<file path="config.mk">
export PLATFORM = sky130hd
export DESIGN_NAME = mem_arbiter_flat
export DESIGN_NICKNAME = d
export VERILOG_FILES = /design/src/rtl/mem_arbiter_if.sv /design/src/rtl/mem_arbiter.sv /design/src/flat_wrapper.sv
export SDC_FILE = /design/constraint.sdc
export NUM_CORES = 1
export LEC_CHECK = 0
export CAP_MARGIN = 20
export CORE_UTILIZATION = 35
export CTS_BUF_LIST = sky130_fd_sc_hd__clkbuf_8
export DETAILED_ROUTE_END_ITERATION = 6
export GPL_ROUTABILITY_DRIVEN = 0
export PLACE_DENSITY = 0.84
export SYNTH_ARGS = -nofsm -noshare
export SYNTH_HDL_FRONTEND = slang
export SYNTH_SLANG_ARGS = --single-unit
export TNS_END_PERCENT = 5
</file>
<file path="constraint.sdc">
create_clock -name clock -period 2.1 [get_ports clock]
set_input_delay 0.42 -clock clock [delete_from_list [all_inputs] [get_ports clock]]
set_output_delay 0.42 -clock clock [all_outputs]
set_load 0.005 [all_outputs]
</file>
<file path="src/rtl/mem_arbiter_if.sv">
// Purpose: bundles the CPU, host and memory-side signals of the two-port
//          memory arbiter.
// Ports  : cpu_*  - CPU request/grant/read-return channel
//          host_* - debug/loader host channel, plus host_lock
//          mem_*  - single memory port (address, write data, write enable, read data)
// Modports: slave  - the arbiter side
//           master - the requester/memory side (testbench or surrounding logic)
interface mem_arbiter_if #(
    parameter int unsigned ADDR_W = 16
);
    localparam int unsigned DATA_W = 16;

    logic              cpu_req;
    logic              cpu_we;
    logic [ADDR_W-1:0] cpu_addr;
    logic [DATA_W-1:0] cpu_wdata;
    logic              cpu_gnt;
    logic              cpu_rvalid;
    logic [DATA_W-1:0] cpu_rdata;

    logic              host_req;
    logic              host_we;
    logic [ADDR_W-1:0] host_addr;
    logic [DATA_W-1:0] host_wdata;
    logic              host_lock;
    logic              host_gnt;
    logic              host_rvalid;
    logic [DATA_W-1:0] host_rdata;

    logic [ADDR_W-1:0] mem_addr;
    logic [DATA_W-1:0] mem_data;
    logic              mem_wren;
    logic [DATA_W-1:0] mem_q;

    modport slave (
        input  cpu_req, cpu_we, cpu_addr, cpu_wdata,
        input  host_req, host_we, host_addr, host_wdata, host_lock,
        input  mem_q,
        output cpu_gnt, cpu_rvalid, cpu_rdata,
        output host_gnt, host_rvalid, host_rdata,
        output mem_addr, mem_data, mem_wren
    );

    modport master (
        output cpu_req, cpu_we, cpu_addr, cpu_wdata,
        output host_req, host_we, host_addr, host_wdata, host_lock,
        output mem_q,
        input  cpu_gnt, cpu_rvalid, cpu_rdata,
        input  host_gnt, host_rvalid, host_rdata,
        input  mem_addr, mem_data, mem_wren
    );
endinterface

</file>
<file path="src/rtl/mem_arbiter.sv">
// Purpose: arbitrates one memory port between a CPU and a debug/loader host.
//          CPU has priority; the host is forced through after STARVE_LIMIT
//          consecutive CPU grants, and can hold the port with host_lock.
//          Grants and the memory bus are combinational; read data returns
//          one cycle after the grant with a one-cycle rvalid pulse.
// Ports  : clock  - system clock (posedge)
//          reset  - synchronous, active-high reset
//          bus    - mem_arbiter_if.slave (CPU, host and memory channels)
//          owner  - debug view of the FSM state: 00 IDLE, 01 CPU, 10 HOST, 11 LOCK
module mem_arbiter #(
    parameter int unsigned STARVE_LIMIT = 4,
    parameter int unsigned ADDR_W       = 16
) (
    input  logic         clock,
    input  logic         reset,
    mem_arbiter_if.slave bus,
    output logic [1:0]   owner
);
    localparam int unsigned DATA_W = 16;
    localparam int unsigned CNT_W  = 4;

    typedef enum logic [1:0] {
        ST_IDLE = 2'b00,
        ST_CPU  = 2'b01,
        ST_HOST = 2'b10,
        ST_LOCK = 2'b11
    } state_e;

    state_e             state_q, state_d;
    logic [CNT_W-1:0]   starve_q, starve_d;
    logic               cpu_rd_q, cpu_rd_d;
    logic               host_rd_q, host_rd_d;
    logic [DATA_W-1:0]  cpu_rdata_q, host_rdata_q;

    logic               cpu_gnt_c, host_gnt_c;
    logic               lock_hold_c, starved_c;
    logic [ADDR_W-1:0]  mem_addr_c;
    logic [DATA_W-1:0]  mem_data_c;
    logic               mem_wren_c;
    logic [DATA_W-1:0]  cpu_rdata_c, host_rdata_c;

    // State, starvation counter, read-return pipeline and held read data
    always_ff @(posedge clock) begin
        if (reset) begin
            state_q      <= ST_IDLE;
            starve_q     <= '0;
            cpu_rd_q     <= 1'b0;
            host_rd_q    <= 1'b0;
            cpu_rdata_q  <= '0;
            host_rdata_q <= '0;
        end else begin
            state_q      <= state_d;
            starve_q     <= starve_d;
            cpu_rd_q     <= cpu_rd_d;
            host_rd_q    <= host_rd_d;
            cpu_rdata_q  <= cpu_rdata_c;
            host_rdata_q <= host_rdata_c;
        end
    end

    // Grant decision, memory bus steering and next-state logic
    always_comb begin
        state_d     = ST_IDLE;
        starve_d    = starve_q;
        cpu_gnt_c   = 1'b0;
        host_gnt_c  = 1'b0;
        mem_addr_c  = ADDR_W'(0);
        mem_data_c  = '0;
        mem_wren_c  = 1'b0;
        cpu_rd_d    = 1'b0;
        host_rd_d   = 1'b0;

        // LOCK only keeps priority while host_lock stays high; once it drops
        // the normal CPU-first priority applies in that same cycle.
        lock_hold_c = (state_q == ST_LOCK) && bus.host_lock;
        starved_c   = (starve_q == CNT_W'(STARVE_LIMIT));

        if (!reset) begin
            host_gnt_c = bus.host_req && (!bus.cpu_req || starved_c || lock_hold_c);
            cpu_gnt_c  = bus.cpu_req && !host_gnt_c;
        end

        if (cpu_gnt_c) begin
            mem_addr_c = bus.cpu_addr;
            mem_data_c = bus.cpu_wdata;
            mem_wren_c = bus.cpu_we;
            cpu_rd_d   = !bus.cpu_we;
            state_d    = ST_CPU;
        end else if (host_gnt_c) begin
            mem_addr_c = bus.host_addr;
            mem_data_c = bus.host_wdata;
            mem_wren_c = bus.host_we;
            host_rd_d  = !bus.host_we;
            state_d    = bus.host_lock ? ST_LOCK : ST_HOST;
        end else if (state_q == ST_LOCK) begin
            // Idle lock: hold while locked, else fall back to the host as last owner
            state_d    = bus.host_lock ? ST_LOCK : ST_HOST;
        end

        if (!bus.host_req || host_gnt_c) begin
            starve_d = '0;
        end else if (cpu_gnt_c && !starved_c) begin
            starve_d = starve_q + CNT_W'(1);
        end
    end

    // Read data is captured from mem_q in the return cycle and held afterwards;
    // reset masks the return pipeline immediately.
    always_comb begin
        cpu_rdata_c  = cpu_rdata_q;
        host_rdata_c = host_rdata_q;
        if (reset) begin
            cpu_rdata_c  = '0;
            host_rdata_c = '0;
        end else begin
            if (cpu_rd_q)  cpu_rdata_c  = bus.mem_q;
            if (host_rd_q) host_rdata_c = bus.mem_q;
        end
    end

    assign bus.cpu_gnt     = cpu_gnt_c;
    assign bus.host_gnt    = host_gnt_c;
    assign bus.mem_addr    = mem_addr_c;
    assign bus.mem_data    = mem_data_c;
    assign bus.mem_wren    = mem_wren_c;
    assign bus.cpu_rvalid  = cpu_rd_q && !reset;
    assign bus.host_rvalid = host_rd_q && !reset;
    assign bus.cpu_rdata   = cpu_rdata_c;
    assign bus.host_rdata  = host_rdata_c;
    assign owner           = reset ? 2'(ST_IDLE) : 2'(state_q);

endmodule

</file>
<file path="src/flat_wrapper.sv">
// flat-port wrapper written by rule: the top's interface ports become plain ports
module mem_arbiter_flat 
#(
    parameter int unsigned STARVE_LIMIT = 4,
    parameter int unsigned ADDR_W       = 16
)
  (clock, reset, owner, bus_cpu_req, bus_cpu_we, bus_cpu_addr, bus_cpu_wdata, bus_host_req, bus_host_we, bus_host_addr, bus_host_wdata, bus_host_lock, bus_mem_q, bus_cpu_gnt, bus_cpu_rvalid, bus_cpu_rdata, bus_host_gnt, bus_host_rvalid, bus_host_rdata, bus_mem_addr, bus_mem_data, bus_mem_wren);
  mem_arbiter_if #(.ADDR_W(ADDR_W)) bus_i ();
  input  logic clock;
  input  logic reset;
  output logic [1:0] owner;
  input wire logic [$bits(bus_i.cpu_req)-1:0] bus_cpu_req;
  input wire logic [$bits(bus_i.cpu_we)-1:0] bus_cpu_we;
  input wire logic [$bits(bus_i.cpu_addr)-1:0] bus_cpu_addr;
  input wire logic [$bits(bus_i.cpu_wdata)-1:0] bus_cpu_wdata;
  input wire logic [$bits(bus_i.host_req)-1:0] bus_host_req;
  input wire logic [$bits(bus_i.host_we)-1:0] bus_host_we;
  input wire logic [$bits(bus_i.host_addr)-1:0] bus_host_addr;
  input wire logic [$bits(bus_i.host_wdata)-1:0] bus_host_wdata;
  input wire logic [$bits(bus_i.host_lock)-1:0] bus_host_lock;
  input wire logic [$bits(bus_i.mem_q)-1:0] bus_mem_q;
  output wire logic [$bits(bus_i.cpu_gnt)-1:0] bus_cpu_gnt;
  output wire logic [$bits(bus_i.cpu_rvalid)-1:0] bus_cpu_rvalid;
  output wire logic [$bits(bus_i.cpu_rdata)-1:0] bus_cpu_rdata;
  output wire logic [$bits(bus_i.host_gnt)-1:0] bus_host_gnt;
  output wire logic [$bits(bus_i.host_rvalid)-1:0] bus_host_rvalid;
  output wire logic [$bits(bus_i.host_rdata)-1:0] bus_host_rdata;
  output wire logic [$bits(bus_i.mem_addr)-1:0] bus_mem_addr;
  output wire logic [$bits(bus_i.mem_data)-1:0] bus_mem_data;
  output wire logic [$bits(bus_i.mem_wren)-1:0] bus_mem_wren;
  assign bus_i.cpu_req = bus_cpu_req;
  assign bus_i.cpu_we = bus_cpu_we;
  assign bus_i.cpu_addr = bus_cpu_addr;
  assign bus_i.cpu_wdata = bus_cpu_wdata;
  assign bus_i.host_req = bus_host_req;
  assign bus_i.host_we = bus_host_we;
  assign bus_i.host_addr = bus_host_addr;
  assign bus_i.host_wdata = bus_host_wdata;
  assign bus_i.host_lock = bus_host_lock;
  assign bus_i.mem_q = bus_mem_q;
  assign bus_cpu_gnt = bus_i.cpu_gnt;
  assign bus_cpu_rvalid = bus_i.cpu_rvalid;
  assign bus_cpu_rdata = bus_i.cpu_rdata;
  assign bus_host_gnt = bus_i.host_gnt;
  assign bus_host_rvalid = bus_i.host_rvalid;
  assign bus_host_rdata = bus_i.host_rdata;
  assign bus_mem_addr = bus_i.mem_addr;
  assign bus_mem_data = bus_i.mem_data;
  assign bus_mem_wren = bus_i.mem_wren;
  mem_arbiter #(.STARVE_LIMIT(STARVE_LIMIT), .ADDR_W(ADDR_W)) u_core (.clock(clock), .reset(reset), .bus(bus_i), .owner(owner));
endmodule
</file>
-- After elaboration in Yosys (flattened, before gate mapping)
Cells that the tools add are included.
- register bits: 40
- latch bits: 0
- RAM bits: 0
- memory bits (read-only): 0
- input port bits: 87
- output and inout port bits: 71
- logic and storage cells: 49
- memories: 0
- add/sub/neg operators: 1
- multipliers: 0
- divide/modulo/power cells: 0
- order comparisons: 0
- equal/unequal tests: 2
- shift-type cells: 0
- mux-type cells: 17
- bitwise logic cells: 2
- reductions and logical operators: 20
- operators by type and width (kind ; count):
    two-way mux 16 bit ; 8
    logical NOT 1 bit ; 7
    logical AND 1 bit ; 6
    two-way mux 1 bit ; 6
    two-way mux 2 bit ; 3
    OR reduction 2 bit ; 3
    adder 4 x 1 -> 4 bit, second input constant ; 1
    equality test 4 x 3 -> 1 bit, second input constant ; 1
    logical OR 1 bit ; 3
    OR reduction 3 bit ; 1
    equality test 2 bit, second input constant ; 1
    NOT 1 bit ; 2

-- Depth between registers and ports, before layout
Gate-level depths: netlist of run 1.
- depth in word-level cells: 9
- mapped depth: 6
- depth with buffers taken out: 5

-- Least setup slack after synthesis of run 1
Ideal clock, no wire load.
- path kind: reg-to-output
- start point: register u_core.starve_q[0]
- end point: output bus_mem_data[10]
- arrival: 1.383 ns
- required time: 1.680 ns
- path slack: 0.297 ns
- cell stages (with the launch flop): 7
- buffers on the path: 1
- cell sequence: dfxtp_1 > inv_1 > ha_1 > and4b_1 > nor3_4 > buf_6 > a22o_1
- cells in the longest elaborated chain, start to end: 8
- elaborated cells on any way between the ends: 10
- classes of those cells: 1 x eq/ne; 4 x mux; 5 x reduce/logical
- RTL lines (what ; RTL line ; source):
    from (decl) ; mem_arbiter.sv:30 ; logic [CNT_W-1:0] starve_q, starve_d;
    from (signal assigned) ; mem_arbiter.sv:53 ; starve_q <= starve_d;
    equality test 4 x 3 -> 1 bit ; mem_arbiter.sv:76 ; starved_c = (starve_q == CNT_W'(STARVE_LIMIT));
    logical OR 1 bit (2 in a row) ; mem_arbiter.sv:79 ; host_gnt_c = bus.host_req && (!bus.cpu_req || starved_c || lock_hold_c);
    logical AND 1 bit ; mem_arbiter.sv:79 ;
    logical NOT 1 bit ; mem_arbiter.sv:80 ; cpu_gnt_c = bus.cpu_req && !host_gnt_c;
    logical AND 1 bit ; mem_arbiter.sv:80 ;
    two-way mux 1 bit ; mem_arbiter.sv:78 ; if (!reset) begin
    named net bus_cpu_gnt ; flat_wrapper.sv:22 ; output wire logic [$bits(bus_i.cpu_gnt)-1:0] bus_cpu_gnt;
    two-way mux 16 bit ; mem_arbiter.sv:83 ; if (cpu_gnt_c) begin
    to (decl) ; flat_wrapper.sv:29 ; output wire logic [$bits(bus_i.mem_data)-1:0] bus_mem_data;
The timed path passes the listed nets, and every way through them passes these cells.

-- Worst setup path in the final report of run 1
- start point: register u_core.starve_q[0]
- end point: output bus_mem_data[12]
- cells in the longest elaborated chain, start to end: 8
- elaborated cells on any way between the ends: 10
- classes of those cells: 1 x eq/ne; 4 x mux; 5 x reduce/logical
- RTL lines (what ; RTL line):
    equality test 4 x 3 -> 1 bit * ; mem_arbiter.sv:76
    logical OR 1 bit * (2 in a row) ; mem_arbiter.sv:79
    logical AND 1 bit * ; mem_arbiter.sv:79
    logical NOT 1 bit ; mem_arbiter.sv:80
    logical AND 1 bit ; mem_arbiter.sv:80
    two-way mux 1 bit ; mem_arbiter.sv:78
    two-way mux 16 bit * ; mem_arbiter.sv:83
Mark *: on every way between the ends. The rest lies on a longest branch, timed or not.

==> metrics, run 1 <==
outcome=finished with violations; violations in the final reports=negative setup slack; Max-cap violations=0; Yosys warnings=0; total gr overflow=0; worst hold start=u_core.cpu_rdata_q[8]; Pins Over Slew Limit=0; Synth area leader=dfxtp_1; wire length per cell=16.7 microns; number of global-route vias before repair=2261; HPWL after detailed placement=5450 microns; TritonCTS clock tree=yes; post-route DRC violation count=0; Inserted Clock Buffers=5; max incr delay on CP=0.34 ns; kind of launch point of the worst setup path=flip-flop; relative max-transition margin=70.8%; final hold slack=0.491 ns; ratio of cells with drive above 1 in the final layout=23.8%; initial antenna violation count=0; top cell types by occurrence after synthesis=nor2_1, dfxtp_1, a22o_1; worst-case setup slack after placement=-0.636 ns; most area-consuming cells after synthesis=dfxtp_1, mux2i_1, a22o_1, nor2_1, buf_6; maximum net fanout on the critical path=9; number of placement rows=27; Max Used Layer=met4; RSZ-0062 raised after global routing=true; class of the most critical hold timing path=flip-flop to flip-flop; count of inserted antenna diode cells=0; post-detailed-routing wire length=7860 microns; synthesis-to-finish area growth=94.6%; cell internal pwr=1.49 mW; # H-tree levels=2; routed length on met2=3860 microns; Power Dens Cells=488 nW/um^2; Seq pwr share=40.4%; final count of negative-setup-slack endpoints=34; number of detailed-routing iterations run before antenna repair=4; via density per instance=4.96; Min-Delay Path Depth=2; startpoint of the lowest-slack register-to-register path=u_core.starve_q[0]; CTS sink count=40; nets@finish=488; flip-flop and latch count after synthesis=40; Critical R2R Capture=u_core.state_q[1]; Sw Share=23.7%; met1 routed wirelength after detailed routing=2880 microns; type of element capturing the critical path=output port; peak clock frequency supported by timing=438 MHz; starting utilization of the core area=36.9%; share of the clock period used by the worst path after layout=109%; count of antenna-violating nets left after detailed routing=0; NetSw=0.463 mW; worst-skew pair later-pin latency=0.30 ns; number of flops mapped to enable cells by yosys=0; P_leak=1.70 nW; final clock skew=0.00717 ns; number of cells traversed by the worst register-to-register path=7; input/output buffers=157; count of cell types in the netlist=27; cell-by-cell listing of the critical path=inv_2, ha_4, nand3b_1, a31oi_4, buf_4, buf_12, a22o_4, clkdlybuf4s15_2; minimum clock period=2.29 ns; required time worst endpoint=1.68 ns; Longest Clk Path Bufs=2; Clk pin slew, worst setup/hold paths=0.08 ns; most common flop cell mapped by yosys=dfxtp_1; share of synthesized area occupied by flip-flops and latches=39.0%; die extent in y=78.6 microns; FF-to-FF setup slack=0.68 ns; Iter 0 DRT Violations=94; actual slew at the worst max-slew pin=0.438 ns; area share of the largest cell type after synthesis=39.0%; slowest library cell on the worst path=dfxtp_2; die footprint=6180 sq um; Avg Synthesized Cell Area=9.21 sq um; layout filler cell count=445; IO Count=158; Arrival @ worst endpoint=1.87 ns; met3 wire len=792 microns; total power after layout=1.95 mW; setup slack of the critical path after layout=-0.185 ns; Post-Route Setup TNS=-3.99 ns; global-route wire length before repair=11400 microns; crit path kind=flip-flop to output port; number of hold violations in the final report=0; fraction of registers with async set/reset=0%; hold-critical path endpoint=u_core.cpu_rdata_q[8]; Logic pwr share=25.8%; Post-Synthesis Net Count=312; number of hold-repair buffers added at the cts stage=0; synthesized instance count=223; Core Area=5570 sq um; master cell of the clock root buffer=clkbuf_8; total routing resource utilization after global routing=24.6%; leading cell type by number of instances after synthesis=nor2_1; via count of the routed design=2341; Max rail drop VDD=0.776 mV; Die Span X=78.6 microns; mapped cell area=2050 sq um; clock network fraction of total power=33.8%; pin count of the biggest net entering global routing=69
layout make-up:
class | count | area (sq um) | share of cell area, %
Inverter | 4 | 15.0 | 0.376
Clock buffer | 6 | 82.6 | 2.07
Clock inverter | 2 | 38.8 | 0.970
Multi-Input combinational cell | 161 | 1170 | 29.3
Sequential cell | 40 | 805 | 20.1
Timing Repair Buffer | 187 | 1800 | 44.9
Tap cell | 72 | 90.1 | 2.25
metrics by stage:
stage	utilization, %	cells	area, sq um
6_report	71.7	472	4000
5_1_grt	71.7	472	4000
4_1_cts	71.4	471	3980
3_5_place_dp	67.5	451	3760
3_3_place_gp	67.5	451	3760
2_1_floorplan	-	223	2050
layer usage:
layer / global-route usage (%) / vias to the layer above
li1: - / 1132
met1: 24.6 / 1081
met2: 43.5 / 108
met3: 8.37 / 20
met4: 15.4 / 0
met5: 0 / -
state kept, by name (all words and copies together), names as in the netlist:
| name | cells |
|---|---|
| u_core.host_rd_q | 1 |
| u_core.cpu_rd_q | 1 |
| u_core.host_rdata_q | 16 |
| u_core.cpu_rdata_q | 16 |
| u_core.state_q | 2 |
| u_core.starve_q | 4 |
critical path: cells and delay by family (launching register included):
kind / cells / cell delay [ns]
AO/OA/AOI/OAI: 2 / 0.38
flip-flops: 1 / 0.34
buffers and inverters: 4 / 0.54
AND/OR/NAND/NOR: 1 / 0.15
adder cells (fa/ha/maj): 1 / 0.16
cells in the final DEF (no fill, tap or decap), drive strengths merged:
cell type,Yosys,routed
a22o,33,33
a21oi,1,1
a21o,1,1
nor2b,4,4
nand3,3,3
clkinv,0,1
ha,2,2
nor2,66,66
and3b,1,1
bufbuf,0,1
bufinv,0,1
dlymetal6s2s,0,2
a311oi,1,1
nand2b,2,2
a211oi,1,1
clkdlybuf4s15,0,5
nor3,5,5
clkbuf,7,6
buf,11,59
and2b,1,1
dlygate4sd2,0,4
and4b,1,1
mux2i,32,32
xnor2,2,2
nand3b,1,1
xor2,1,1
dfxtp,40,40
a31oi,1,1
nor4,1,1
inv,4,4
and4,1,1
clkdlybuf4s50,0,116
how the worst max path moves through the flow:
stage                  startpoint          endpoint  slack [ns]
2_1_floorplan  u_core.starve_q[0]  bus_mem_data[10]        0.30
3_3_place_gp         bus_host_req  bus_mem_data[12]       -0.60
3_5_place_dp         bus_host_req  bus_mem_data[12]       -0.64
4_1_cts        u_core.starve_q[0]   bus_mem_addr[1]       -0.24
5_1_grt        u_core.starve_q[0]  bus_mem_data[12]       -0.22
6_report       u_core.starve_q[0]  bus_mem_data[12]       -0.19
power groups by stage:
stage | combinational [mW] | sequential (mW) | clock [mW]
CTS | 0.498 | 0.788 | 0.678
floorplan | 0.162 | 0.802 | 0
global placement | 0.477 | 0.804 | 0
finish | 0.503 | 0.789 | 0.660
detailed placement | 0.484 | 0.806 | 0
global route | 0.532 | 0.792 | 0.715
cells by family (layout without fill, tap and decap cells):
family                     after synthesis  after routing  synth area share [%]
AOI/OAI and AO/OA                       38             38                  16.5
xor gates and xnor gates                 3              3                  1.28
adders and majority gates                2              2                  1.22
buffers and inverters                   22            199                  6.82
DFF                                     40             40                  39.0
muxes                                   32             32                  15.6
and+or+nand+nor                         86             86                  19.6
repair_timing:
| action | in CTS | in global routing |
|---|---|---|
| setup buffers | 8 | 3 |
| pin swaps | 12 | 10 |
| resized for setup | 147 | 15 |
| setup endpoints to repair | 39 | 68 |
| cloned | 4 | 0 |
(Power assumes the default switching activity.)
==> run 2: changes to the inputs <==
--- a/config.mk
+++ b/config.mk
@@ -10,6 +10,7 @@
 export CTS_BUF_LIST = sky130_fd_sc_hd__clkbuf_8
 export DETAILED_ROUTE_END_ITERATION = 6
 export GPL_ROUTABILITY_DRIVEN = 0
+export GPL_TIMING_DRIVEN = 0
 export PLACE_DENSITY = 0.84
 export SYNTH_ARGS = -nofsm -noshare
 export SYNTH_HDL_FRONTEND = slang
==> metrics, run 2 (synthesized netlist as in run 1, its figures left out) <==
most common cell after layout, fill and taps aside=clkdlybuf4s50_1; share of the clock period used by the worst path after layout=109% (about the same); violations in the final reports=negative setup slack; initial antenna violation count=0 (unchanged); class of the most critical hold timing path=primary input to flip-flop; CTS sink count=40 (unchanged); count of inserted antenna diode cells=0 (unchanged); count of antenna-violating nets left after detailed routing=0 (unchanged); number of global-route vias before repair=2444 (+8.1%); via count of the routed design=2432 (+3.9%); final count of negative-setup-slack endpoints=44 (+29%); post-route DRC violation count=0 (unchanged); Seq. cell area=803 sq um (-0.16%); registers with the most flip-flops=u_core.cpu_rdata_q x16, u_core.host_rdata_q x16, u_core.starve_q x4; Longest Clk Path Bufs=2 (unchanged); cell type with the highest occurrence count on the critical path=buf_6; Arrival @ worst endpoint=1.86 ns (about the same); # H-tree levels=2 (unchanged); pin count of the biggest net entering global routing=13 (-81%); HPWL after detailed placement=5830 microns (+7.0%); nets@finish=502 (+2.9%); input/output buffers=156 (-0.64%); Iter 0 DRT Violations=91 (-3.2%); Power Dens Cells=444 nW/um^2 (-9.0%); number of placement rows=27 (unchanged); Core Area=5570 sq um (unchanged); Max rail drop VDD=0.448 mV (-42%); area used by multi-input combinational logic=1160 sq um (-0.86%); ratio of cells with drive above 1 in the final layout=23.5% (-0.26 points); crit path kind=flip-flop to output port; Inserted Clock Buffers=5 (unchanged); RSZ-0062 raised after global routing=true; minimum clock period=2.28 ns (-0.00150 ns); P_leak=1.85 nW (+8.8%); type of element capturing the critical path=output port; NetSw=0.460 mW (-0.67%); maximum net fanout on the critical path=6 (-3); Sw Share=25.8% (+2.1 points); placement-stage cell area=3710 sq um (-1.5%); actual slew at the worst max-slew pin=0.547 ns (+0.109 ns); final clock skew=0.00279 ns (-0.00438 ns); cell area after layout=4010 sq um (+0.34%); TritonCTS clock tree=yes; global-route wire length before repair=12000 microns (+5.3%); required time worst endpoint=1.68 ns (about the same); via density per instance=5.01 (+1.1%); number of hold violations in the final report=0 (unchanged); relative max-transition margin=63.5% (-7.3 points); post-detailed-routing wire length=8130 microns (+3.4%); die extent in y=78.6 microns (unchanged); total gr overflow=0 (unchanged); Max-cap violations=0 (unchanged); master cell of the clock root buffer=clkbuf_8; number of hold-repair buffers added at the cts stage=0 (unchanged); kind of launch point of the worst setup path=flip-flop; Die Span X=78.6 microns (unchanged); worst-skew pair later-pin latency=0.29 ns (about the same); Clk pin slew, worst setup/hold paths=0.07 ns (about the same); cell-by-cell listing of the critical path=inv_2, ha_4, and4b_2, nor3_4, buf_6, buf_6, buf_6, a22o_1, buf_2; slowest library cell on the worst path=dfxtp_2; starting utilization of the core area=36.9% (unchanged); synthesis-to-finish area growth=95.2%; die footprint=6180 sq um (unchanged); outcome=finished with violations; number of detailed-routing iterations run before antenna repair=4 (unchanged); wire length per cell=16.8 microns (+0.61%); max incr delay on CP=0.34 ns (about the same); Pins Over Slew Limit=0 (unchanged); IO Count=158 (unchanged); peak clock frequency supported by timing=438 MHz (about the same); Logic pwr share=28.4% (+2.6 points); layout filler cell count=415 (-6.7%); clock network fraction of total power=27.3% (-6.5 points); Post-Route Setup TNS=-4.27 ns (-0.278 ns); cell internal pwr=1.32 mW (-11%); Seq pwr share=44.3% (+3.9 points); highest-count cells in the layout ignoring fill and taps=clkdlybuf4s50_1, nor2_1, dfxtp_1; setup slack of the critical path after layout=-0.184 ns (+0.00150 ns); total routing resource utilization after global routing=25.5% (+0.88 points)
-- run 2: changes by cell type in the layout (fill, tap and decap cells not counted), moves of 3 or more --
cell             previous run  this run
buf_6                       7        28
clkdlybuf4s15_2             5         2
mux2i_2                     9         4
clkdlybuf4s50_1           116       105
clkbuf_1                    0         7
dlygate4sd2_1               4         7
mux2i_1                    23        27
buf_4                      17        11
dlymetal6s2s_1              2         9
-- run 2: area by class of cell --
type,count,area share [%]
Multi-Input combinational cell,161,28.9
Clock buffer,5,1.72
Inverter,4,0.374
Timing Repair Buffer,183,42.2
Clock inverter,2,0.312
Sequential cell,40,20.0
Buffer,18,4.18
Tap cell,72,2.25
-- run 2: final timing paths --
check,start,to,slack [ns],depth (start not counted)
setup / recovery,u_core.starve_q[0],bus_mem_data[8],-0.18,9
hold / removal,reset,u_core.cpu_rd_q,0.47,3
setup reg to reg,u_core.starve_q[0],u_core.host_rd_q,0.69,7
hold reg to reg,u_core.host_rdata_q[9],u_core.host_rdata_q[9],0.49,2
-- run 2: worst max-delay path, delay by kind of cell, from the launching register on --
| family | cells | cell delay (ns) |
|---|---|---|
| simple gates | 2 | 0.40 |
| compound gates | 1 | 0.13 |
| buf+inv | 5 | 0.55 |
| flops | 1 | 0.34 |
| fa+ha+maj | 1 | 0.15 |
-- run 2: stage by stage --
stage | hold WS [ns] | setup WS [ns] | std cells | util, % | power, mW
after floorplan | 0.456 | 0.297 | 223 | - | 0.964
after global routing | 0.481 | -0.259 | 485 | 72.0 | 1.85
after CTS | 0.453 | -0.189 | 482 | 70.8 | 1.77
after detailed placement | 0.477 | -0.798 | 451 | 66.5 | 1.29
after global placement | 0.467 | -0.772 | 451 | 66.5 | 1.28
final | 0.471 | -0.184 | 485 | 72.0 | 1.78
-- run 2: timing repair --
item | 4_1_cts | 5_1_grt
endpoints found under the setup margin | 55 | 55
hold endpoints to repair | 0 | 0
pin swaps | 11 | 16
gates resized for setup | 166 | 28
setup buffers | 24 | 3
-- run 2: per-layer routing --
layer / GRT usage (%) / share of wire [%]
met5: 0 / 0
met1: 25.5 / 37
met2: 49.1 / 52
met3: 7.21 / 7.7
met4: 9.63 / 3.2
-- run 2: power groups by stage --
stage	Clock [mW]	Sequential, mW	Combinational, mW
2_1_floorplan	0	0.802	0.162
3_3_place_gp	0	0.804	0.476
3_5_place_dp	0	0.805	0.483
4_1_cts	0.489	0.788	0.494
5_1_grt	0.522	0.791	0.537
6_report	0.487	0.789	0.507
